File: src/rtl/hex_keypad_scanner.sv
// hex_keypad_scanner
//   Scans a 4x4 hex matrix keypad by strobing columns low one at a time,
//   debounces press and release, and emits a 4-bit key code per accepted
//   key. Each accepted digit is shifted into a DW-bit entry register.
//
// Ports
//   clk          system clock
//   rst_i        asynchronous active-low reset
//   row_i[3:0]   keypad rows, active-low, asynchronous to clk
//   clr_i        synchronous clear of data_o and digit_cnt_o
//   col_o[3:0]   column strobes, active-low, one-hot-low
//   key_valid_o  one-cycle pulse per accepted key
//   key_code_o   {row_idx, col_idx} of the last accepted key
//   data_o       digit entry register, newest digit in the low nibble
//   digit_cnt_o  digits entered, saturating at DW/4
//
// Build option
//   KEYPAD_AUTOREPEAT_EN  when defined, a held key re-fires every REPEAT_CNT
//                         cycles; otherwise exactly one event per press.

module hex_keypad_scanner #(
   parameter int unsigned DW           = 32,
   parameter int unsigned SCAN_DIV     = 50000,
   parameter int unsigned DEBOUNCE_CNT = 500000,
   parameter int unsigned REPEAT_CNT   = 25000000
) (
   input  logic                     clk,
   input  logic                     rst_i,
   input  logic [3:0]               row_i,
   input  logic                     clr_i,
   output logic [3:0]               col_o,
   output logic                     key_valid_o,
   output logic [3:0]               key_code_o,
   output logic [DW-1:0]            data_o,
   output logic [$clog2(DW/4):0]    digit_cnt_o
);

   localparam int unsigned SW  = $clog2(SCAN_DIV);
   localparam int unsigned DBW = $clog2(DEBOUNCE_CNT);
   localparam int unsigned CW  = $clog2(DW/4) + 1;

   if ((DW % 4 != 0) || (DW < 8) || (SCAN_DIV < 4) || (DEBOUNCE_CNT < 2) ||
       (REPEAT_CNT < 2)) begin : g_bad_cfg
      $error("hex_keypad_scanner: illegal parameter set");
   end

   typedef enum logic [1:0] {
      ST_SCAN,
      ST_DEBOUNCE,
      ST_HELD,
      ST_RELEASE
   } state_t;

   state_t          state_q, state_d;
   logic [3:0]      rows_meta_q, rows_s_q;
   logic [1:0]      col_idx_q, col_idx_d;
   logic [1:0]      row_idx_q, row_idx_d;
   logic [3:0]      pat_q, pat_d;
   logic [SW-1:0]   dwell_q, dwell_d;
   logic [DBW-1:0]  cnt_q, cnt_d;
   logic            key_valid_q;
   logic [3:0]      key_code_q;
   logic [DW-1:0]   data_q;
   logic [CW-1:0]   digit_cnt_q;
   logic            accept;
   logic            repeat_fire;
   logic            key_evt;
   logic            one_low;
   logic [1:0]      hit_row;
   logic [3:0]      code;

   // Rows idle high through the synchroniser so reset never looks like a press.
   always_ff @(posedge clk or negedge rst_i) begin
      if (!rst_i) begin
         rows_meta_q <= 4'hF;
         rows_s_q    <= 4'hF;
      end else begin
         rows_meta_q <= row_i;
         rows_s_q    <= rows_meta_q;
      end
   end

   // Exactly one row low is a key; none or several is treated as no key.
   always_comb begin
      one_low = 1'b1;
      hit_row = 2'd0;
      case (rows_s_q)
         4'b1110: hit_row = 2'd0;
         4'b1101: hit_row = 2'd1;
         4'b1011: hit_row = 2'd2;
         4'b0111: hit_row = 2'd3;
         default: one_low = 1'b0;
      endcase
   end

   always_comb begin
      state_d   = state_q;
      col_idx_d = col_idx_q;
      row_idx_d = row_idx_q;
      pat_d     = pat_q;
      dwell_d   = dwell_q;
      cnt_d     = cnt_q;
      accept    = 1'b0;
      case (state_q)
         ST_SCAN: begin
            if (dwell_q == SW'(SCAN_DIV - 1)) begin
               dwell_d = '0;
               if (one_low) begin
                  row_idx_d = hit_row;
                  pat_d     = rows_s_q;
                  cnt_d     = '0;
                  state_d   = ST_DEBOUNCE;
               end else begin
                  col_idx_d = col_idx_q + 2'd1;
               end
            end else begin
               dwell_d = dwell_q + SW'(1);
            end
         end
         ST_DEBOUNCE: begin
            if (rows_s_q == pat_q) begin
               if (cnt_q == DBW'(DEBOUNCE_CNT - 1)) begin
                  cnt_d   = '0;
                  accept  = 1'b1;
                  state_d = ST_HELD;
               end else begin
                  cnt_d = cnt_q + DBW'(1);
               end
            end else begin
               cnt_d     = '0;
               dwell_d   = '0;
               col_idx_d = col_idx_q + 2'd1;
               state_d   = ST_SCAN;
            end
         end
         ST_HELD: begin
            if (rows_s_q == 4'hF) begin
               cnt_d   = '0;
               state_d = ST_RELEASE;
            end
         end
         ST_RELEASE: begin
            if (rows_s_q == 4'hF) begin
               if (cnt_q == DBW'(DEBOUNCE_CNT - 1)) begin
                  cnt_d     = '0;
                  dwell_d   = '0;
                  col_idx_d = 2'd0;
                  state_d   = ST_SCAN;
               end else begin
                  cnt_d = cnt_q + DBW'(1);
               end
            end else begin
               cnt_d   = '0;
               state_d = ST_HELD;
            end
         end
         default: state_d = ST_SCAN;
      endcase
   end

   always_ff @(posedge clk or negedge rst_i) begin
      if (!rst_i) begin
         state_q   <= ST_SCAN;
         col_idx_q <= 2'd0;
         row_idx_q <= 2'd0;
         pat_q     <= 4'hF;
         dwell_q   <= '0;
         cnt_q     <= '0;
      end else begin
         state_q   <= state_d;
         col_idx_q <= col_idx_d;
         row_idx_q <= row_idx_d;
         pat_q     <= pat_d;
         dwell_q   <= dwell_d;
         cnt_q     <= cnt_d;
      end
   end

`ifdef KEYPAD_AUTOREPEAT_EN
   localparam int unsigned RW = $clog2(REPEAT_CNT);
   logic [RW-1:0] rep_q, rep_d;

   // Counter idles at zero outside HELD, so entry to HELD starts it from zero.
   always_comb begin
      rep_d       = '0;
      repeat_fire = 1'b0;
      if ((state_q == ST_HELD) && (rows_s_q == pat_q)) begin
         if (rep_q == RW'(REPEAT_CNT - 1)) begin
            repeat_fire = 1'b1;
         end else begin
            rep_d = rep_q + RW'(1);
         end
      end
   end

   always_ff @(posedge clk or negedge rst_i) begin
      if (!rst_i) begin
         rep_q <= '0;
      end else begin
         rep_q <= rep_d;
      end
   end
`else
   assign repeat_fire = 1'b0;
`endif

   assign key_evt = accept | repeat_fire;
   assign code    = {row_idx_q, col_idx_q};

   always_ff @(posedge clk or negedge rst_i) begin
      if (!rst_i) begin
         key_valid_q <= 1'b0;
         key_code_q  <= 4'h0;
         data_q      <= '0;
         digit_cnt_q <= '0;
      end else begin
         key_valid_q <= key_evt;
         if (key_evt) begin
            key_code_q <= code;
         end
         // Clear beats a coincident accept; the key event itself still fires.
         if (clr_i) begin
            data_q      <= '0;
            digit_cnt_q <= '0;
         end else if (key_evt) begin
            data_q <= {data_q[DW-5:0], code};
            if (digit_cnt_q != CW'(DW/4)) begin
               digit_cnt_q <= digit_cnt_q + CW'(1);
            end
         end
      end
   end

   always_comb begin
      case (col_idx_q)
         2'd0:    col_o = 4'b1110;
         2'd1:    col_o = 4'b1101;
         2'd2:    col_o = 4'b1011;
         default: col_o = 4'b0111;
      endcase
   end

   assign key_valid_o = key_valid_q;
   assign key_code_o  = key_code_q;
   assign data_o      = data_q;
   assign digit_cnt_o = digit_cnt_q;

endmodule

File: config.mk
export PLATFORM = sky130hd
export DESIGN_NAME = hex_keypad_scanner
export DESIGN_NICKNAME = d
export VERILOG_FILES = /design/src/rtl/hex_keypad_scanner.sv
export SDC_FILE = /design/constraint.sdc
export NUM_CORES = 1
export LEC_CHECK = 0
export CORE_ASPECT_RATIO = 1.75
export CORE_MARGIN = 2
export CORE_UTILIZATION = 40
export DETAILED_ROUTE_END_ITERATION = 8
export GPL_ROUTABILITY_DRIVEN = 0
export MAX_ROUTING_LAYER = met4
export PLACE_DENSITY_LB_ADDON = 0.25
export SLEW_MARGIN = 30
export SYNTH_ARGS = -nofsm -noshare
export SYNTH_HDL_FRONTEND = slang
export SYNTH_SLANG_ARGS = --single-unit
File: constraint.sdc
create_clock -name clk -period 2.4 [get_ports clk]
set_input_delay 0.48 -clock clk [delete_from_list [all_inputs] [get_ports clk]]
set_output_delay 0.48 -clock clk [all_outputs]
set_load 0.01 [all_outputs]
==> results of run 1 <==
==> power breakdown <==
| part | switching, mW | total (mW) | leakage [nW] | internal (mW) |
|---|---|---|---|---|
| Clock | 0.599 | 1.51 | 0.160 | 0.916 |
| Combinational | 0.0656 | 0.0961 | 0.999 | 0.0304 |
| Sequential | 0.00332 | 1.60 | 1.26 | 1.60 |
| Total | 0.668 | 3.21 | 2.42 | 2.54 |
==> layout make-up <==
class,instances,area share
Multi-Input combinational cell,329,0.375
Clock inverter,7,0.0164
Clock buffer,9,0.0383
Timing Repair Buffer,80,0.130
Sequential cell,94,0.403
Tap cell,135,0.0287
Inverter,14,0.00894
==> layer usage <==
layer | global-route usage | share of wire | up-vias | routed length, um
li1 | - | - | 1824 | -
met3 | 0.0316 | 0.030 | 17 | 337
met2 | 0.328 | 0.55 | 78 | 6060
met1 | 0.207 | 0.40 | 1904 | 4410
met5 | - | 0 | - | 0
met4 | 0.0797 | 0.023 | 0 | 251
==> kinds of logic (layout without fill, tap and decap cells) <==
family,Yosys count,after routing,synth area share
flops,94,94,0.498
fa+ha+maj,8,8,0.0210
xor+xnor,7,7,0.0129
simple gates,180,180,0.212
compound gates,89,89,0.115
mux,45,45,0.0978
buf+inv,43,110,0.0429
==> worst register-to-register path, delay by kind of cell, from the launching register on <==
| family | cells | cell delay [ns] |
|---|---|---|
| buf+inv | 1 | 0.20 |
| compound gates | 1 | 0.14 |
| simple gates | 4 | 1.37 |
| flops | 1 | 0.45 |
==> through the flow <==
step                      area [sq um]  setup slack [ns]  cells  utilization
after floorplan                   4760             0.267    466            -
after global placement            5530             0.127    651        0.478
after detailed placement          5540             0.148    651        0.478
after CTS                         5860             0.129    667        0.506
after global routing              5880            0.0112    668        0.508
final                             5880             0.151    668        0.508
==> Yosys cell counts (4+ instances only) <==
cell type,n
inv_1,13
nand4_1,16
nand2_1,22
ha_1,8
buf_2,7
dfstp_2,12
or3_1,4
dfrtp_1,82
clkbuf_1,16
nand3_1,29
o31ai_1,11
a31oi_1,5
buf_6,4
nor2_1,46
and3_1,7
xnor2_1,6
nor3_1,7
mux2i_1,33
a21oi_1,17
and4_1,6
or4_1,11
mux2_2,12
o211ai_1,13
o21ai_0,30
or2_2,6
==> path summary, 6_finish.rpt <==
path / startpoint / end / slack [ns] / depth (start not counted)
hold reg to reg: rows_meta_q[1]$_DFF_PN1_ / rows_s_q[1]$_DFF_PN1_ / 0.36 / 0
hold / removal: rst_i / dwell_q[13]$_DFFE_PN0P_ / 0.12 / 1
setup reg to reg: cnt_q[7]$_DFFE_PN0P_ / digit_cnt_o[0]$_DFFE_PN0P_ / 0.15 / 6
setup / recovery: cnt_q[7]$_DFFE_PN0P_ / digit_cnt_o[0]$_DFFE_PN0P_ / 0.15 / 6
max in group asynchronous: rst_i / rows_meta_q[2]$_DFF_PN1_ / 1.61 / 2
min in group clk: rows_meta_q[1]$_DFF_PN1_ / rows_s_q[1]$_DFF_PN1_ / 0.36 / 0
==> sequential cells by signal (all words and copies together), names as in the netlist, 4 cells and up <==
name         count
cnt_q           19
data_o          32
digit_cnt_o      4
dwell_q         16
key_code_o       4
pat_q            4
rows_meta_q      4
rows_s_q         4
==> what timing repair did <==
action / CTS / global route
endpoints found under the hold margin: 0 / 0
setup endpoints to repair: 0 / 9
setup buffers: 0 / 1
gates resized for setup: 0 / 3
==> impl_metrics.py, run 1 <==
metrics = {
    "outcome": {
        "status": "finished clean",
    },
    "layout": {
        "multiInputGateArea_sq_um": 2200,
        "antenna_cells": 0,
        "layout_common_cells": "dfrtp_1 (82), clkdlybuf4s50_1 (50), nor2_1 (46)",
        "fillers": 1038,
        "drive_gt1_frac": 0.156,
        "mostFrequentLayoutCell": "dfrtp_1",
        "fin_nets": 543,
        "area_growth_pct": 23.6,
        "regArea_sq_um": 2370,
    },
    "power_and_ir_drop": {
        "p_per_area_nw_per_um2": 546,
        "leakage_nw": 2.42,
        "totalPowerFinal_mw": 3.21,
        "ir_drop_mv": 0.281,
    },
    "clock_network": {
        "cts_buffer_depth": 2,
        "postCtsHoldBufs": 0,
        "clk_latency_ns": 0.34,
        "tritoncts": "built",
        "cts_buffers": 9,
        "clock-root-buffer": "clkbuf_16",
        "clk_pin_slew_worst_paths_ns": 0.06,
        "cts.sinks": 94,
        "cts.htree.levels": 3,
    },
    "synthesis": {
        "synth_area_leaders": "dfrtp_1 (43%), mux2i_1 (6.9%), dfstp_2 (6.6%), nor2_1 (3.6%), o21ai_0 (3.2%)",
        "synth_nets": 481,
        "netlist_area_sq_um": 4760,
        "netlist.area_leader.share": 0.431,
        "syn_avg_cell_area_sq_um": 10.2,
        "synth_cell_types": 53,
        "ys_warn_count": 0,
        "synth_top_cell_by_area": "dfrtp_1",
        "synth-async-reset-ratio": 1.00,
        "seq_area_frac_synth": 0.498,
        "synth_cells": 466,
        "ys.flop_type": "dfrtp_1",
        "synth_edf_count": 0,
        "synth-seq-cells": 94,
    },
    "sta": {
        "setup_violations": 0,
        "relSlewSlack": 0.534,
        "rsz0062_at_grt": "no",
        "holdWs_ns": 0.116,
        "fin_worst_skew_ns": 0.00350,
        "hold_violations": 0,
        "setup_tns_ns": 0,
        "max_slew.worst_pin.slew_ns": 0.694,
        "final_max_slew_viol_count": 0,
        "timing.fmax_ghz": 0.445,
        "post-route-period-util": 0.937,
        "finalCriticalPeriod_ns": 2.25,
    },
    "worst_setup_path": {
        "arrival_ns": 2.51,
        "critPathLaunchType": "register",
        "criticalPathCategory": "reg2reg",
        "cp_num_buf_inv": 1,
        "cp_top_family": "simple AND/OR/NAND/NOR gates",
        "required_ns": 2.66,
        "slowest_delay_ns": 0.58,
        "path_cells": "nor4b_2 -> nand3_1 -> or4_1 -> buf_12 -> or3_1 -> a21oi_1",
        "slowest_stage": "or4_1",
        "crit_fanout": 16,
        "endpoint_kind": "register",
    },
    "floorplanning": {
        "die_area_sq_um": 12800,
        "die_h_um": 148,
        "io_pins": 52,
        "fp-row-count": 52,
        "fp.coreArea_sq_um": 11600,
        "die_w_um": 86.4,
        "initial_core_util": 0.411,
    },
    "placement": {
        "post-dp-hpwl_um": 7940,
        "io_buffers": 51,
    },
    "routing": {
        "drt-initial-drc-count": 249,
        "viasPerCell": 5.72,
        "totalWireLength_um": 11100,
        "wl_per_cell_um": 16.6,
        "drt_first_pass_iters": 4,
        "ant_nets": 0,
        "vias": 3823,
        "drc": 0,
    },
    "hold_path": {
        "hold_path.class": "in2async",
    },
    "global_routing": {
        "first_global_vias": 3831,
        "antenna_found_initial": 0,
        "grt_pass1_wl_um": 18700,
        "grt_max_degree": 43,
        "grt_util_all_layers": 0.187,
        "gr-total-overflow": 0,
    },
    "flow_run": {
        "maxCapViolCount": 0,
    },
}
No activity file was read; power rests on OpenSTA's default activity.
==> inputs of run 2 (changes only) <==
- CTS_CLUSTER_DIAMETER: unset -> 200
==> results of run 2 <==
Final layout, timing and power as in run 1 (identical DEF).
==> inputs of run 3 (changes only) <==
- CTS_CLUSTER_SIZE: unset -> 8
- clock period: 2.4 -> 2.8 ns (I/O delays scaled with it)
==> impl_metrics.py, run 3 (synthesis gave the netlist of run 1 again) <==
metrics = {
    "layout": {
        "antenna_cells": 0,
        "layout_common_cells": "dfrtp_1 (82), clkdlybuf4s50_1 (50), nor2_1 (46)",
        "fin_nets": 527,
        "largest_reg_flops": 32,
        "mostFrequentLayoutCell": "dfrtp_1",
        "area_growth_pct": 19.5,
        "drive_gt1_frac": 0.126,
    },
    "clock_network": {
        "cts_buffers": 9,
        "cts.sinks": 94,
        "cts_buffer_depth": 2,
        "tritoncts": "built",
        "postCtsResizedCells": 0,
        "clk_pin_slew_worst_paths_ns": 0.07,
        "postCtsHoldBufs": 0,
        "cts.htree.levels": 3,
        "clk_latency_ns": 0.35,
        "clock-root-buffer": "clkbuf_16",
        "cts_setup_buffers": 0,
    },
    "worst_setup_path": {
        "slowest_delay_ns": 0.64,
        "rr_worst_depth": 6,
        "critPathLaunchType": "register",
        "criticalPathCategory": "reg2reg",
        "required_ns": 3.07,
        "endpoint_kind": "register",
        "path_cells": "xnor2_1 -> nand3_1 -> or4_1 -> buf_4 -> or3_1 -> a21oi_1",
        "timing.rr.end": "digit_cnt_o[0]$_DFFE_PN0P_",
        "crit_fanout": 16,
        "startpoint": "rows_s_q[3]$_DFF_PN1_",
        "slowest_stage": "dfstp_2",
        "r2r-start": "rows_s_q[3]$_DFF_PN1_",
        "timing.reg2reg.setup_slack_ns": 0.49,
        "arrival_ns": 2.58,
    },
    "global_routing": {
        "grt_pass1_wl_um": 18500,
        "gr-total-overflow": 0,
        "antenna_found_initial": 0,
        "first_global_vias": 3669,
        "grt_max_degree": 68,
        "grt_util_all_layers": 0.185,
    },
    "routing": {
        "drt-initial-drc-count": 214,
        "totalWireLength_um": 10900,
        "ant_nets": 0,
        "viasPerCell": 5.77,
        "drt_first_pass_iters": 5,
        "wl_per_cell_um": 16.8,
        "drc": 0,
        "vias": 3761,
    },
    "hold_path": {
        "hold_path.class": "in2async",
    },
    "sta": {
        "rsz0062_at_grt": "no",
        "setup_tns_ns": 0,
        "post-route-period-util": 0.826,
        "fin_worst_skew_ns": 0.00698,
        "relSlewSlack": 0.592,
        "max_slew.worst_pin.slew_ns": 0.613,
        "finalCriticalPeriod_ns": 2.31,
        "setup_violations": 0,
        "hold_violations": 0,
        "final_max_slew_viol_count": 0,
        "timing.fmax_ghz": 0.432,
    },
    "flow_run": {
        "maxCapViolCount": 0,
    },
    "placement": {
        "io_buffers": 51,
        "post-dp-hpwl_um": 7620,
    },
    "power_and_ir_drop": {
        "ir_drop_mv": 0.287,
        "leakage_nw": 2.29,
        "p_per_area_nw_per_um2": 464,
        "totalPowerFinal_mw": 2.64,
    },
    "floorplanning": {
        "fp-row-count": 52,
        "fp.coreArea_sq_um": 11600,
        "die_w_um": 86.4,
        "io_pins": 52,
        "die_area_sq_um": 12800,
        "die_h_um": 148,
        "initial_core_util": 0.411,
    },
    "outcome": {
        "status": "finished clean",
    },
}
## run 3: critical path: cells and delay by family (launching register included)
family	cells	cell delay [ns]
DFF	1	0.64
AOI/OAI and AO/OA	1	0.16
and+or+nand+nor	3	1.06
xor gates and xnor gates	1	0.14
buffers and inverters	1	0.23
## run 3: cell type report
cell class / count / area, sq um
clock buffers: 9 / 225
clock inverters: 7 / 67.6
fillers: 1043 / 5890
inverters: 14 / 52.6
multi-input cells: 329 / 2190
flip-flops and latches: 94 / 2370
well taps: 135 / 169
repair buffers: 64 / 618
## run 3: worst max-delay path by stage
| stage | cells after the start | slack, ns | endpoint |
|---|---|---|---|
| 2_1_floorplan | 9 | 0.67 | data_o[10]$_DFFE_PN0P_ |
| 3_3_place_gp | 8 | 0.55 | state_q[0]$_DFFE_PN0P_ |
| 3_5_place_dp | 6 | 0.50 | digit_cnt_o[0]$_DFFE_PN0P_ |
| 4_1_cts | 6 | 0.47 | digit_cnt_o[0]$_DFFE_PN0P_ |
| 5_1_grt | 6 | 0.31 | digit_cnt_o[0]$_DFFE_PN0P_ |
| 6_report | 6 | 0.49 | digit_cnt_o[0]$_DFFE_PN0P_ |
## run 3: per-stage QoR
step	area, sq um	instances	setup slack (ns)	hold slack [ns]	utilization
final	5690	652	0.486	0.129	0.491
after global routing	5690	652	0.308	0.149	0.491
after CTS	5690	652	0.473	0.135	0.491
after detailed placement	5390	636	0.497	0.347	0.466
after global placement	5390	636	0.546	0.346	0.466
after floorplan	4760	466	0.667	0.264	-
## run 3: power breakdown
group / total, mW / internal (mW) / leakage, nW / switching (mW)
registers: 1.38 / 1.37 / 1.26 / 0.00854
clock network: 1.19 / 0.625 / 0.142 / 0.564
logic: 0.0697 / 0.0200 / 0.895 / 0.0497
total: 2.64 / 2.01 / 2.29 / 0.622
## run 3: metal layers
metal  global-route usage  up-vias  share of wire
met2                0.322       72           0.54
met4               0.0617        0          0.015
li1                     -     1798              -
met5                    -        -              0
met3               0.0344       12          0.031
met1                0.211     1879           0.41
